`config.mk`:
```
export PLATFORM = sky130hd
export DESIGN_NAME = mem_data_arb
export DESIGN_NICKNAME = d
export VERILOG_FILES = /design/src/rtl/mem_arb_pkg.sv /design/src/rtl/mem_arb_starve.sv /design/src/rtl/mem_data_arb.sv
export SDC_FILE = /design/constraint.sdc
export NUM_CORES = 1
export LEC_CHECK = 0
export ABC_AREA = 1
export ABC_CLOCK_PERIOD_IN_PS = 2510
export CAP_MARGIN = 10
export CORE_AREA = 2 2 79 81
export CTS_CLUSTER_SIZE = 30
export DETAILED_ROUTE_END_ITERATION = 8
export DIE_AREA = 0 0 81 83
export PLACE_DENSITY = 0.77
export SLEW_MARGIN = 5
export SYNTH_ARGS = -nofsm -noshare
export SYNTH_HDL_FRONTEND = slang
export SYNTH_SLANG_ARGS = --single-unit
```
`constraint.sdc`:
```
create_clock -name clk -period 2.51 [get_ports clk]
set_clock_uncertainty 0.15 [all_clocks]
set_input_delay 0.6275 -clock clk [delete_from_list [all_inputs] [get_ports clk]]
set_output_delay 0.6275 -clock clk [all_outputs]
set_load 0.05 [all_outputs]
```
`src/rtl/mem_arb_pkg.sv`:
```
// rtl/mem_arb_pkg.sv - shared types and constants for the mem_data arbiter
package mem_arb_pkg;

   typedef enum logic [1:0] {
      OWN_NONE,
      OWN_PROC,
      OWN_DMA
   } owner_e;

   localparam int   DEF_MAX_WAIT = 15;

   localparam logic OP_RD = 1'b0;
   localparam logic OP_WR = 1'b1;

endpackage

```
`src/rtl/mem_arb_starve.sv`:
```
// rtl/mem_arb_starve.sv - saturating DMA wait counter; guard raised once MAX_WAIT denials accrue
module mem_arb_starve
   import mem_arb_pkg::*;
#(
   parameter int  MAX_WAIT = DEF_MAX_WAIT,
   localparam int CW       = $clog2(MAX_WAIT + 1)
) (
   input  logic clk,
   input  logic rst,
   input  logic d_req,
   input  logic d_gnt,
   output logic guard
);

   logic [CW-1:0] cnt;

   always_ff @(posedge clk) begin
      if (rst || !d_req || d_gnt) begin
         cnt <= '0;
      end else if (cnt != CW'(MAX_WAIT)) begin
         cnt <= cnt + 1'b1;
      end
   end

   assign guard = (cnt == CW'(MAX_WAIT));

endmodule

```
`src/rtl/mem_data_arb.sv`:
```
// rtl/mem_data_arb.sv - processor/DMA arbiter for mem_data, independent read and write ports
// Optional starvation guard for the DMA side: MEM_ARB_STARVE_EN
module mem_data_arb
   import mem_arb_pkg::*;
#(
   parameter int  NADDRE   = 256,
   parameter int  NBDATA   = 32,
   parameter int  MAX_WAIT = DEF_MAX_WAIT,
   localparam int AW       = $clog2(NADDRE)
) (
   input  logic              clk,
   input  logic              rst,
   input  logic              p_req,
   input  logic              p_wr,
   input  logic [AW-1:0]     p_addr,
   input  logic [NBDATA-1:0] p_data_in,
   input  logic              d_req,
   input  logic              d_wr,
   input  logic [AW-1:0]     d_addr,
   input  logic [NBDATA-1:0] d_data_in,
   output logic              p_gnt,
   output logic              d_gnt,
   output logic              p_rvalid,
   output logic              d_rvalid,
   output logic [NBDATA-1:0] rdata,
   output logic              mem_wr,
   output logic [AW-1:0]     mem_addr_w,
   output logic [AW-1:0]     mem_addr_r,
   output logic [NBDATA-1:0] mem_data_in,
   input  logic [NBDATA-1:0] mem_data_out
);

   logic   guard;
   logic   p_wr_c, p_rd_c, d_wr_c, d_rd_c;
   owner_e rd_owner_d, rd_owner_q;

`ifdef MEM_ARB_STARVE_EN
   mem_arb_starve #(
      .MAX_WAIT (MAX_WAIT)
   ) u_starve (
      .clk   (clk),
      .rst   (rst),
      .d_req (d_req),
      .d_gnt (d_gnt),
      .guard (guard)
   );
`else
   assign guard = 1'b0;
`endif

   assign p_wr_c = p_req && (p_wr == OP_WR);
   assign p_rd_c = p_req && (p_wr == OP_RD);
   assign d_wr_c = d_req && (d_wr == OP_WR);
   assign d_rd_c = d_req && (d_wr == OP_RD);

   // The processor wins a same-type conflict unless the DMA has been starved
   always_comb begin
      p_gnt       = 1'b0;
      d_gnt       = 1'b0;
      mem_wr      = 1'b0;
      mem_addr_w  = '0;
      mem_data_in = '0;
      mem_addr_r  = '0;
      rd_owner_d  = OWN_NONE;
      if (!rst) begin
         if (p_wr_c && (!d_wr_c || !guard)) begin
            p_gnt       = 1'b1;
            mem_wr      = 1'b1;
            mem_addr_w  = p_addr;
            mem_data_in = p_data_in;
         end else if (d_wr_c) begin
            d_gnt       = 1'b1;
            mem_wr      = 1'b1;
            mem_addr_w  = d_addr;
            mem_data_in = d_data_in;
         end

         if (p_rd_c && (!d_rd_c || !guard)) begin
            p_gnt      = 1'b1;
            mem_addr_r = p_addr;
            rd_owner_d = OWN_PROC;
         end else if (d_rd_c) begin
            d_gnt      = 1'b1;
            mem_addr_r = d_addr;
            rd_owner_d = OWN_DMA;
         end
      end
   end

   always_ff @(posedge clk) begin
      if (rst) begin
         rd_owner_q <= OWN_NONE;
      end else begin
         rd_owner_q <= rd_owner_d;
      end
   end

   // Gating with rst drops a read whose data would land in a reset cycle
   assign p_rvalid = !rst && (rd_owner_q == OWN_PROC);
   assign d_rvalid = !rst && (rd_owner_q == OWN_DMA);
   assign rdata    = mem_data_out;

endmodule

```
After elaboration in Yosys (flattened, before gate mapping) --
Cells that the tools add are included.
Word-level totals: input port bits 118, logic and storage cells 35, flip-flop bits (word level) 2, output and inout bits 85
Operators by class: bitwise gates (word level) 2, muxes and demuxes 21, reduce and logical (&&, ||, !) cells 8, equal/unequal tests 2
Operator list (number):
- $mux 32 | 3
- $mux 8 | 6
- $mux 1 | 11
- $logic_and 1x1->1 | 6
- $eq 2x1->1 const B | 1
- $eq 2x2->1 const B | 1
- $mux 2 | 1
- $not 1->1 | 2
- $reduce_or 2->1 | 1
- $logic_not 1->1 | 1

Depth between registers and ports, before layout --
depth after elaboration 6, mapped depth 6, gate-level depth less buffers 5

Worst setup path before layout --
No wires, ideal clock.
kind input port to output port, start input port rst, end output port d_rvalid, required time 1.732 ns, path slack -0.114 ns, buffers on the path 1, cell stages on the path 2, arrival time 1.847 ns, path through buf_6 > nor3_1
On the way: word-level cells in the longest chain between the ends 2
Ends and longest elaborated chain:
- start, declared | RTL line mem_data_arb.sv:12 | input logic rst,
- $logic_not 1->1 | RTL line mem_data_arb.sv:100 | assign d_rvalid = !rst && (rd_owner_q == OWN_DMA);
- $logic_and 1x1->1 | RTL line mem_data_arb.sv:100
- end, declared | RTL line mem_data_arb.sv:24 | output logic d_rvalid,
No other way between the ends.

Final worst setup path --
start input port d_wr, end output port mem_data_in[23]
On the way: word-level cells in the longest chain between the ends 4
Ends and longest elaborated chain:
- start, declared | RTL line mem_data_arb.sv:18 | input logic d_wr,
- $logic_and 1x1->1 | RTL line mem_data_arb.sv:53 | assign d_wr_c = d_req && (d_wr == OP_WR);
- $mux 32 | RTL line mem_data_arb.sv:71 | end else if (d_wr_c) begin
- $mux 32 | RTL line mem_data_arb.sv:66 | if (p_wr_c && (!d_wr_c || !guard)) begin
- $mux 32 | RTL line mem_data_arb.sv:65 | if (!rst) begin
- end, declared | RTL line mem_data_arb.sv:29 | output logic [NBDATA-1:0] mem_data_in,
No other way between the ends.

==> impl_results.md <==
* Final wirelength at between 6000 and 7000 um
* Final Hold Viols at 0
* Die footprint at 0.00672 sq mm
* Crit-path max cell delay at 300 ps
* Vias in the first global route at 2080
* Worst path most repeated cell: nand2_2
* Critical Path Fanout Max at 7
* Worst Hold Class: input port to register
* Cts hold-fix bufs at 0
* Post-synth EDFFs at 0
* Area leader, netlist: nand3_1
* Largest net degree at the start of global routing at 28
* CP arrival at 1670 ps
* Setup slack after layout at 64.0 ps
* Global route overflow at 0
* Internal power at 0.000479 W
* Top Registers: rd_owner_q x2
* Hpwl dp at 4710 um
* RSZ-0062 raised after global routing: false
* Core Rows at 28
* Nets at 454
* Commonest cells in the netlist: nand3_1 (81), nand2_1 (60), buf_4 (39)
* Core area at ~0.0058 sq mm
* Pre-CTS WS at -215 ps
* WHS at 869 ps
* Residual DRC at 0
* Initial cell density of the core at 0.202
* Routed Antenna Nets at 0
* Chip width at roughly 81 um
* Ant. Diodes at 0
* Yosys reg bits at 2
* CTS root buf: clkbuf_8
* Initial DRC Count at 81
* Synth-to-Final Area Change at 191%
* Logic pwr share at 0.799
* Antenna violations before repair at 0
* Worst path slowest cell: bufbuf_16
* Post-synth ARST share at 0
* CTS Buf Count at 3
* Psw at 0.000334 W
* Largest Register: rd_owner_q
* Drt first pass iters at 6
* Post-Syn Area per Cell at roughly 5.4 sq um
* Crit path to: mem_data_in[23]
* Routed wl met3 at 776 um
* Number of max-cap violations at 0
* Top_reg_cell synth: dfxtp_1
* Req. time, crit path at 1730 ps
* FMAX at a little over 0.4 GHz
* Outcome: completed
* Clk pwr share at 0.160
* Crit. Startpoint: d_wr
* Sw Share at 0.411
* Die Ht at 83 um
* Critical path class: input port to primary output
* Startpoint Class: input port
* Crit. End Element: primary output
* Sequential power share at 0.042
* Rel. slew slack at 0.841
* Most common cell in the netlist: nand3_1
* GPL Wtd Cong at 0.720
* Final setup viols at 0
* Cell Pwr Density at between 200 and 250 mW/mm^2
* Max VDD drop at 0.159 mV
* CP Cell Sequence: clkdlybuf4s15_2, nand2_2, nor2_4, bufbuf_16, nand3_2, nand2_2, buf_12
* Worst-Margin Slew at 239 ps
* Vias post-DR at 1982
* Met2 routed WL at approximately 3500 um
* Clock edge transition at the registers on the reported setup and hold paths at 30 ps
* Top cells by area, synth: nand3_1 (35%), buf_4 (25%), nand2_1 (19%)
* Max reg flops at 2
* Max H-tree Level at 1
* YS warnings at 0
* Mapped Nets at about 340
* Top Ports at between 200 and 250
* First-pass GRT wire length at roughly 10000 um
* Synth Instances at 217
* Share of layout cells above drive strength 1 at 0.422
* M1 WL at 2190 um
* Final period util at 0.975
* Final Max Slew Viols at 0
* Tmin final at 2450 ps
* Port bufs at 138
* Clock Sinks at 2
* Leak Pwr at 1.47 nW
* Total track usage at 0.189
* Drt wl/cell at 16.3 um
* Yosys cell types at 15
* Post-synth top area share at 0.346
* Mapped cell area at 0.00117 sq mm
* TritonCTS clock tree: built
* Top layer in use: met4
* Sequential area share after synthesis at 0.0342
* DR vias/cell at 4.85
* Longest Clk Path Bufs at 2
final cells by class:
class,count,area (sq um)
multi-input combinational,158,892
fill,497,2410
sequential,2,40.0
inverter,7,31.3
tap,75,93.8
timing repair buffer,164,2310
clock buffer,3,41.3
worst min-delay path by stage:
stage / cells after the start / slack, ps / from / end
after floorplan: 3 / 690 / d_wr / rd_owner_q[1]$_SDFF_PP0_
after global placement: 2 / 990 / rd_owner_q[0]$_SDFF_PP0_ / d_rvalid
after detailed placement: 2 / 1010 / rd_owner_q[0]$_SDFF_PP0_ / d_rvalid
after CTS: 6 / 890 / d_req / rd_owner_q[1]$_SDFF_PP0_
after global routing: 5 / 890 / rst / rd_owner_q[1]$_SDFF_PP0_
final: 5 / 870 / rst / rd_owner_q[1]$_SDFF_PP0_
power groups by stage:
stage	clock, W	combinational, W	sequential [W]
floorplan	0	0.000371	0.0000341
global placement	0	0.000584	0.0000342
detailed placement	0	0.000593	0.0000342
CTS	0.000131	0.000652	0.0000338
global route	0.000137	0.000677	0.0000340
finish	0.000130	0.000649	0.0000339
worst max-delay path, delay by kind of cell:
family	cells	cell delay [ps]
and+or+nand+nor	4	410
buffers and inverters	3	620
per-stage QoR:
step	TNS (ps)	utilization	total power (W)	instances	cell area [sq um]
after floorplan	0	-	0.000405	217	1180
after global placement	-8000	0.514	0.000619	395	2990
after detailed placement	-9210	0.514	0.000627	395	2990
after CTS	0	0.588	0.000817	411	3420
after global routing	0	0.586	0.000847	409	3410
final	0	0.586	0.000813	409	3410
cell usage in the layout (no fill, tap or decap), types with 2 or more instances in the layout:
cell,netlist,layout
dfxtp_1,2,2
buf_12,0,63
clkbuf_8,0,3
nor2_1,2,2
clkdlybuf4s15_2,0,2
nand2_1,60,21
clkdlybuf4s50_1,0,80
nor2_4,2,2
bufbuf_16,0,2
nand4_1,8,8
nand3_2,0,9
buf_6,3,3
nand2_2,2,40
nand3_1,81,72
inv_1,5,5
buf_4,39,10
cells by family (layout without fill, tap and decap cells):
logic type / after synthesis / after routing / share of synthesized area
buf+inv: 57 / 174 / 0.335
simple gates: 157 / 157 / 0.626
compound gates: 1 / 1 / 0.00426
flops: 2 / 2 / 0.0342
layer usage:
layer	GRT usage	vias up
met3	0.0522	24
met5	0	-
li1	-	933
met1	0.183	897
met2	0.361	128
met4	0.0755	0
timing repair:
item / 4_1_cts / 5_1_grt
resized for setup: 61 / 13
cloned: 4 / 0
setup endpoints to repair: 51 / 43
setup buffers: 9 / 0
pin swaps: 10 / 7
No activity file was read; power rests on OpenSTA's default activity.
